$ cat config.mk
export PLATFORM = sky130hd
export DESIGN_NAME = mul_div_unit
export DESIGN_NICKNAME = d
export VERILOG_FILES = /design/src/rtl/mul_div_unit.sv
export SDC_FILE = /design/constraint.sdc
export NUM_CORES = 1
export LEC_CHECK = 0
export ABC_AREA = 0
export CAP_MARGIN = 40
export CORE_ASPECT_RATIO = 0.8
export CORE_MARGIN = 2
export CORE_UTILIZATION = 55
export CTS_CLUSTER_DIAMETER = 120
export DETAILED_ROUTE_END_ITERATION = 10
export PLACE_DENSITY = 0.79
export SYNTH_ARGS = -nofsm -noshare
export SYNTH_HDL_FRONTEND = slang
export SYNTH_SLANG_ARGS = --single-unit
$ cat constraint.sdc
create_clock -name clk_i -period 9.8 [get_ports clk_i]
set_clock_uncertainty 0.15 [all_clocks]
set_input_delay 1.47 -clock clk_i [delete_from_list [all_inputs] [get_ports clk_i]]
set_output_delay 1.47 -clock clk_i [all_outputs]
set_load 0.005 [all_outputs]
$ cat src/rtl/mul_div_unit.sv
// rtl/mul_div_unit.sv - iterative 32x32 multiply / divide unit with HI/LO result registers
// Optional divider: define MDU_DIV_EN to build DIV/DIVU; otherwise divide requests complete as no-ops.
module mul_div_unit (
  input  logic        clk_i,
  input  logic        rst_i,
  input  logic        start_i,
  input  logic [1:0]  op_i,
  input  logic [31:0] RSdata_i,
  input  logic [31:0] RTdata_i,
  output logic        busy_o,
  output logic        done_o,
  output logic [31:0] HI_o,
  output logic [31:0] LO_o
);

  typedef enum logic [1:0] {IDLE, CALC, FIX, DONE} state_t;

  state_t      r_state;
  state_t      w_next;
  logic [4:0]  r_cnt;
  logic        r_op_div;
  logic [31:0] r_a;
  logic [63:0] r_acc;
  logic        r_neg_res;
  logic        r_done;
  logic [31:0] r_hi;
  logic [31:0] r_lo;

  logic        w_signed;
  logic [31:0] w_rs_mag;
  logic [31:0] w_rt_mag;
  logic [32:0] w_msum;
  logic        w_write;

  // op_i[0]=0 selects the signed flavour of both MULT and DIV
  assign w_signed = ~op_i[0];
  assign w_rs_mag = (w_signed && RSdata_i[31]) ? -RSdata_i : RSdata_i;
  assign w_rt_mag = (w_signed && RTdata_i[31]) ? -RTdata_i : RTdata_i;

  // shift-add step: multiplier sits in r_acc[31:0], partial product grows from the top
  assign w_msum = {1'b0, r_acc[63:32]} + (r_acc[0] ? {1'b0, r_a} : 33'd0);

`ifdef MDU_DIV_EN
  logic [31:0] r_b;
  logic        r_neg_rem;
  logic [32:0] w_dshift;
  logic [32:0] w_ddiff;
  logic        w_dge;
  logic [31:0] w_quo_fix;
  logic [31:0] w_rem_fix;

  // restoring step: r_acc holds {partial remainder, remaining dividend bits / quotient bits}
  assign w_dshift  = r_acc[63:31];
  assign w_ddiff   = w_dshift - {1'b0, r_b};
  assign w_dge     = (w_dshift >= {1'b0, r_b});
  assign w_quo_fix = r_neg_res ? -r_acc[31:0]  : r_acc[31:0];
  assign w_rem_fix = r_neg_rem ? -r_acc[63:32] : r_acc[63:32];
  assign w_write   = 1'b1;
`else
  // without the divider a divide request must leave HI/LO untouched
  assign w_write   = ~r_op_div;
`endif

  // state register
  always_ff @(posedge clk_i or negedge rst_i) begin
    if (!rst_i) r_state <= IDLE;
    else        r_state <= w_next;
  end

  // next-state logic
  always_comb begin
    w_next = r_state;
    case (r_state)
      IDLE: begin
        if (start_i) begin
`ifdef MDU_DIV_EN
          w_next = CALC;
`else
          w_next = op_i[1] ? DONE : CALC;
`endif
        end
      end
      CALC:    if (r_cnt == 5'd31) w_next = FIX;
      FIX:     w_next = DONE;
      DONE:    w_next = IDLE;
      default: w_next = IDLE;
    endcase
  end

  // operand capture, iteration and sign fix-up
  always_ff @(posedge clk_i or negedge rst_i) begin
    if (!rst_i) begin
      r_cnt     <= 5'd0;
      r_op_div  <= 1'b0;
      r_a       <= 32'd0;
      r_acc     <= 64'd0;
      r_neg_res <= 1'b0;
`ifdef MDU_DIV_EN
      r_b       <= 32'd0;
      r_neg_rem <= 1'b0;
`endif
    end else begin
      case (r_state)
        IDLE: begin
          if (start_i) begin
            r_cnt     <= 5'd0;
            r_op_div  <= op_i[1];
            r_neg_res <= w_signed & (RSdata_i[31] ^ RTdata_i[31]);
            if (!op_i[1]) begin
              r_a   <= w_rs_mag;
              r_acc <= {32'd0, w_rt_mag};
            end
`ifdef MDU_DIV_EN
            else begin
              r_a       <= RSdata_i;
              r_b       <= w_rt_mag;
              r_acc     <= {32'd0, w_rs_mag};
              r_neg_rem <= w_signed & RSdata_i[31];
            end
`endif
          end
        end
        CALC: begin
          r_cnt <= r_cnt + 5'd1;
          if (!r_op_div) begin
            r_acc <= {w_msum, r_acc[31:1]};
          end
`ifdef MDU_DIV_EN
          else if (w_dge) begin
            r_acc <= {w_ddiff[31:0], r_acc[30:0], 1'b1};
          end else begin
            r_acc <= {r_acc[62:0], 1'b0};
          end
`endif
        end
        FIX: begin
          if (!r_op_div) begin
            if (r_neg_res) r_acc <= -r_acc;
          end
`ifdef MDU_DIV_EN
          else if (r_b == 32'd0) begin
            r_acc <= {r_a, 32'hFFFF_FFFF};
          end else begin
            r_acc <= {w_rem_fix, w_quo_fix};
          end
`endif
        end
        default: ;
      endcase
    end
  end

  // result registers and completion pulse, updated only when leaving DONE
  always_ff @(posedge clk_i or negedge rst_i) begin
    if (!rst_i) begin
      r_done <= 1'b0;
      r_hi   <= 32'd0;
      r_lo   <= 32'd0;
    end else begin
      r_done <= (r_state == DONE);
      if (r_state == DONE && w_write) begin
        r_hi <= r_acc[63:32];
        r_lo <= r_acc[31:0];
      end
    end
  end

  assign busy_o = (r_state != IDLE);
  assign done_o = r_done;
  assign HI_o   = r_hi;
  assign LO_o   = r_lo;

endmodule

# Yosys cells after proc, flatten, opt, wreduce, memory -nomap -nowiden
# Index checks and enable logic that the tools add are counted.
dict set report classes {
  add_sub_neg 5
  multipliers 0
  div_mod_pow 0
  magnitude_cmp 0
  n_eq_ne 10
  n_shift 0
  mux 15
  bitwise_logic 5
  n_reduce_logical 12
}
# operator n
set ops {}
lappend ops {{$mux 64} 5}
lappend ops {{$pmux 64 s3} 1}
lappend ops {{$mux 32} 3}
lappend ops {{$neg 32->32} 2}
lappend ops {{$neg 64->64} 1}
lappend ops {{$add 32x32->33} 1}
lappend ops {{$ne 2x2->1 const B} 6}
lappend ops {{$pmux 5 s2} 1}
lappend ops {{$pmux 2 s4} 1}
lappend ops {{$mux 2} 3}
lappend ops {{$reduce_and 2->1} 3}
lappend ops {{$reduce_and 6->1} 1}
lappend ops {{$add 5x1->5 const B} 1}
lappend ops {{$eq 5x5->1 const B} 1}
lappend ops {{$mux 5} 1}
lappend ops {{$eq 2x2->1 const B} 2}
lappend ops {{$reduce_bool 2->1} 2}
lappend ops {{$logic_and 1x1->1} 3}
lappend ops {{$not 1->1} 3}
lappend ops {{$reduce_and 3->1} 1}
lappend ops {{$reduce_bool 3->1} 1}
lappend ops {{$eq 2x1->1 const B} 1}
lappend ops {{$logic_not 2->1} 1}
lappend ops {{$and 1x1->1} 1}
lappend ops {{$xor 1x1->1} 1}
dict set report word_totals {
  register_bits 170
  latchBits 0
  mem_bits_rw 0
  mem_bits_ro 0
  input_bits 69
  out_inout_bits 66
  wordCells 56
  n_memories 0
}

# Logic depth before layout (Yosys ltp)
dict set report depth {
  word_depth 6
  mapped_depth 12
  depth_no_buf 11
}

# Least setup slack after synthesis
# Ideal clock, no wire load.
dict set report synth_timing {
  path_kind {input to register}
  startpoint {in RTdata_i[5]}
  endpoint {reg r_acc[25]}
  setup_ns 0.104
  arrival_ns 3.789
  required_ns 9.546
  slack_ns 5.757
  stages 7
  path_buffers 0
  path_cell_list {or4_1 or3_1 nor4_1 nand2_1 o31ai_1 xor2_1 a221oi_1}
}
dict set report synth_via {
  elab_chain_cells 5
}
# element line_no
set synth_lines {}
lappend synth_lines {{start: declaration} 9} ;# input logic [31:0] RTdata_i,
lappend synth_lines {{$neg 32->32} 38} ;# assign w_rt_mag = (w_signed && RTdata_i[31]) ? -RTdata_i : RTdata_i;
lappend synth_lines {{$mux 32} 38}
lappend synth_lines {{$mux 64} 109} ;# if (!op_i[1]) begin
lappend synth_lines {{$mux 64} 105} ;# if (start_i) begin
lappend synth_lines {{$pmux 64 s3} 103} ;# case (r_state)
lappend synth_lines {{end signal: assignment} 111} ;# r_acc <= {32'd0, w_rt_mag};
lappend synth_lines {{end signal: assignment} 126} ;# r_acc <= {w_msum, r_acc[31:1]};
lappend synth_lines {{end signal: assignment} 138} ;# if (r_neg_res) r_acc <= -r_acc;
lappend synth_lines {{end: declaration} 23} ;# logic [63:0] r_acc;
# No other way between the ends. The select of a mux whose other input is x is not followed.
# A chain may end at the register's enable or synchronous reset.

# Worst setup path after layout
dict set report layout_timing {
  startpoint {in RTdata_i[3]}
  endpoint {reg r_acc[24]}
}
# The elaborated chain is that of the path after synthesis.

==> qor.txt <==
clock-pin slew reported for the worst setup and hold paths after clock tree synthesis - 0.07 ns
Clk network pwr share - 17.5%
number of buffers inserted for hold repair after clock tree synthesis - 0
post-layout min period - 4.39 ns
dominant synthesized flop cell - sky130_fd_sc_hd__dfrtp_1
# rows - 47
post-synthesis cell count - 1311
cell at the slowest stage of the critical path - sky130_fd_sc_hd__or4_1
ANT nets after route - 0
vias in the first global route - 9967
peak fanout along the critical path - 5
share of synthesized flip-flops with an asynchronous set or reset - 100%
Starting DRT DRC Count - 1186
Internal Power - 2.35 mW
Sw Pwr - 1.77 mW
yosys warns - 0
Setup Viol. Count Final - 0
met1 usage - 44.8%
worst endpoint data arrival time - 4.57 ns
total length of routed wires - 31600 µm
largest stage delay on the critical path - 0.56 ns
Cell variety after synth - 72
sum of overflow across all layers after global routing - 0
Total GRT Usage - 29.3%
ports placed on the boundary - 135
met2 demand-to-capacity share in global routing - 42.6%
number of vias after detailed routing - 10570
layout cell share with drive strength beyond 1 - 9.15%
Synth Register Bits - 170
mean post-synth cell area - 8.70 µm²
sequential cell area fraction in the yosys report - 37.3%
maximum number of pins on one net before global-route repair - 72
peak supply drop - 0.229 mV
cell-by-cell listing of the critical path - clkdlybuf4s50_1 -> or4_1 -> or3_1 -> or3_1 -> or2_2 -> nor2b_1 -> a21oi_1 -> xnor2_1 -> a221oi_1
number of max-cap violations - 0
Worst Slack Setup Final - 5.41 ns
highest-count cells in the layout ignoring fill and taps - sky130_fd_sc_hd__dfrtp_1, sky130_fd_sc_hd__nand2_1, sky130_fd_sc_hd__clkdlybuf4s50_1
Slew Viols, Final - 0
share of power burned in registers - 31.9%
global placement routability congestion - 0.936
number of sinks driven by the clock tree - 170
post-detailed-route via-to-cell ratio - 6.25
area growth from synthesis to final layout - 19.7%
period utilization - 44.7%
die area - 0.0219 mm²
final design instance area without fill - 0.0137 mm²
slew at the pin with the worst max-slew slack - 0.845 ns
Peak Freq - 228 MHz
data required time of the critical path - 9.99 ns
pre-CTS setup slack - 5.02 ns
result of the run - finished clean
die span in y - 133 µm
net total in the final layout - 1520
number of hold violations in the final report - 0
estimated wirelength of the detail-placed design - 22600 µm
number of antenna violations at the first check in global routing - 0
Setup crit end kind - flop
worst slew margin relative to its limit - 43.5%
placement-stage cell area - 0.0130 mm²
power per cell area - 302 mW/mm²
root buffer cell - sky130_fd_sc_hd__clkbuf_16
CTS tree - built
final-layout worst hold slack - 0.327 ns
routed wire length per instance - 18.7 µm
count of inserted antenna diode cells - 0
detailed-routing iteration count for the pre-antenna-repair pass - 5
number of buffer cells added on primary ports - 134
Placed Cells incl. Taps - 1658
Min-Delay Path Class - reg -> reg
Total Power - 4.12 mW
most frequent cell on the critical path - sky130_fd_sc_hd__or3_1
Post-synth EDFFs - 0
clock insertion delay at the later pin of the skew report - 0.44 ns
Synthesized Nets - 1423
most common cell after layout, fill and taps aside - sky130_fd_sc_hd__dfrtp_1
part of the total power dissipated in combinational logic - 50.6%
htree depth - 4
most congested layer reported by global routing - met1
horizontal extent of the die - 165 µm
largest buffer count on any clock path - 2
RSZ-0062 raised after global routing - false
met3 track demand over resource - 5.96%
post-synthesis instance area - 0.0114 mm²
switching share of power - 43.1%
Num CTS Buffers - 17
Post CTS Setup Buffer Count - 0
number of cells upsized or downsized after cts - 0
Leak - 5.79 nW
setup_tns - 0 ns
Residual DRC - 0
launching element type of the critical path - primary input
Final Core Density - 66.5%
first-pass GRT wire length - 51300 µm
Worst Path Class, Setup - in -> reg
initial cell density of the core - 55.6%
post-route insts no fill - 1690
placeable core area - 0.0205 mm²
-- final cells by class --
type	count	area [µm²]
Tap cell	269	337
Inverter	27	101
Clock inverter	12	161
Fill cell	1706	6870
Multi-Input combinational cell	1039	6780
Timing Repair Buffer	153	1570
Clock buffer	20	457
Sequential cell	170	4250
-- Yosys cell counts, types with 13 or more instances --
library cell,count,area share (%)
sky130_fd_sc_hd__xor2_1,42,3.2
sky130_fd_sc_hd__nor4_1,20,1.1
sky130_fd_sc_hd__nand2b_1,17,0.93
sky130_fd_sc_hd__and2_1,34,1.9
sky130_fd_sc_hd__inv_1,27,0.89
sky130_fd_sc_hd__mux2_2,60,5.9
sky130_fd_sc_hd__xnor2_1,50,3.8
sky130_fd_sc_hd__a211oi_1,13,0.86
sky130_fd_sc_hd__ha_1,42,4.6
sky130_fd_sc_hd__a21o_1,18,1.2
sky130_fd_sc_hd__nand2_1,135,4.4
sky130_fd_sc_hd__nand3_1,23,1.0
sky130_fd_sc_hd__dfrtp_1,170,37
sky130_fd_sc_hd__clkbuf_1,68,2.2
sky130_fd_sc_hd__a221oi_1,18,1.4
sky130_fd_sc_hd__a31oi_1,14,0.77
sky130_fd_sc_hd__o21ai_0,131,5.7
sky130_fd_sc_hd__o31ai_1,17,1.1
sky130_fd_sc_hd__a21oi_1,108,4.7
sky130_fd_sc_hd__nor2_1,88,2.9
sky130_fd_sc_hd__or3_1,15,0.82
sky130_fd_sc_hd__nor3_1,42,1.8
-- power groups by stage --
stage / registers (mW) / clock network [mW] / logic, mW
final: 1.31 / 0.720 / 2.08
after global routing: 1.36 / 0.750 / 2.30
after CTS: 1.30 / 0.726 / 2.07
after detailed placement: 1.31 / 0 / 2.05
after global placement: 1.30 / 0 / 1.97
after floorplan: 1.21 / 0 / 1.40
-- path summary, 6_finish.rpt --
| check | from | end | slack [ns] | cells after the start |
|---|---|---|---|---|
| max reg2reg | r_acc[1]$_DFFE_PN0P_ | r_acc[62]$_DFFE_PN0P_ | 5.60 | 10 |
| min | r_a[28]$_DFFE_PN0P_ | r_a[28]$_DFFE_PN0P_ | 0.33 | 2 |
| max in group asynchronous | rst_i | r_a[10]$_DFFE_PN0P_ | 7.63 | 3 |
| min in group asynchronous | rst_i | LO_o[12]$_DFFE_PN0P_ | 0.81 | 1 |
| min reg2reg | r_a[28]$_DFFE_PN0P_ | r_a[28]$_DFFE_PN0P_ | 0.33 | 2 |
| max | RTdata_i[3] | r_acc[24]$_DFFE_PN0P_ | 5.41 | 9 |
-- flip-flops by register name (all words and copies together), names as in the netlist --
name / count
r_neg_res: 1
r_op_div: 1
r_state: 2
r_a: 32
done_o: 1
LO_o: 32
r_acc: 64
r_cnt: 5
HI_o: 32
-- layer usage --
layer	up-vias	wire [µm]
li1	4988	-
met1	5020	14700
met2	507	13500
met3	55	2900
met4	0	482
met5	-	0
-- critical path, delay by kind of cell --
kind	cells	cell delay, ns
XOR/XNOR	1	0.16
buffers and inverters	1	0.49
AO/OA/AOI/OAI	2	0.41
AND/OR/NAND/NOR	5	2.04
-- kinds of logic after synthesis --
logic type      count (synthesis)  synth area share (%)
compound gates                399                  21.9
xor+xnor                       92                  7.06
fa+ha+maj                      43                  4.78
buf+inv                       102                  3.44
flops                         170                  37.3
mux                            64                  6.27
simple gates                  441                  19.2
Power figures use the tool's default switching activity.
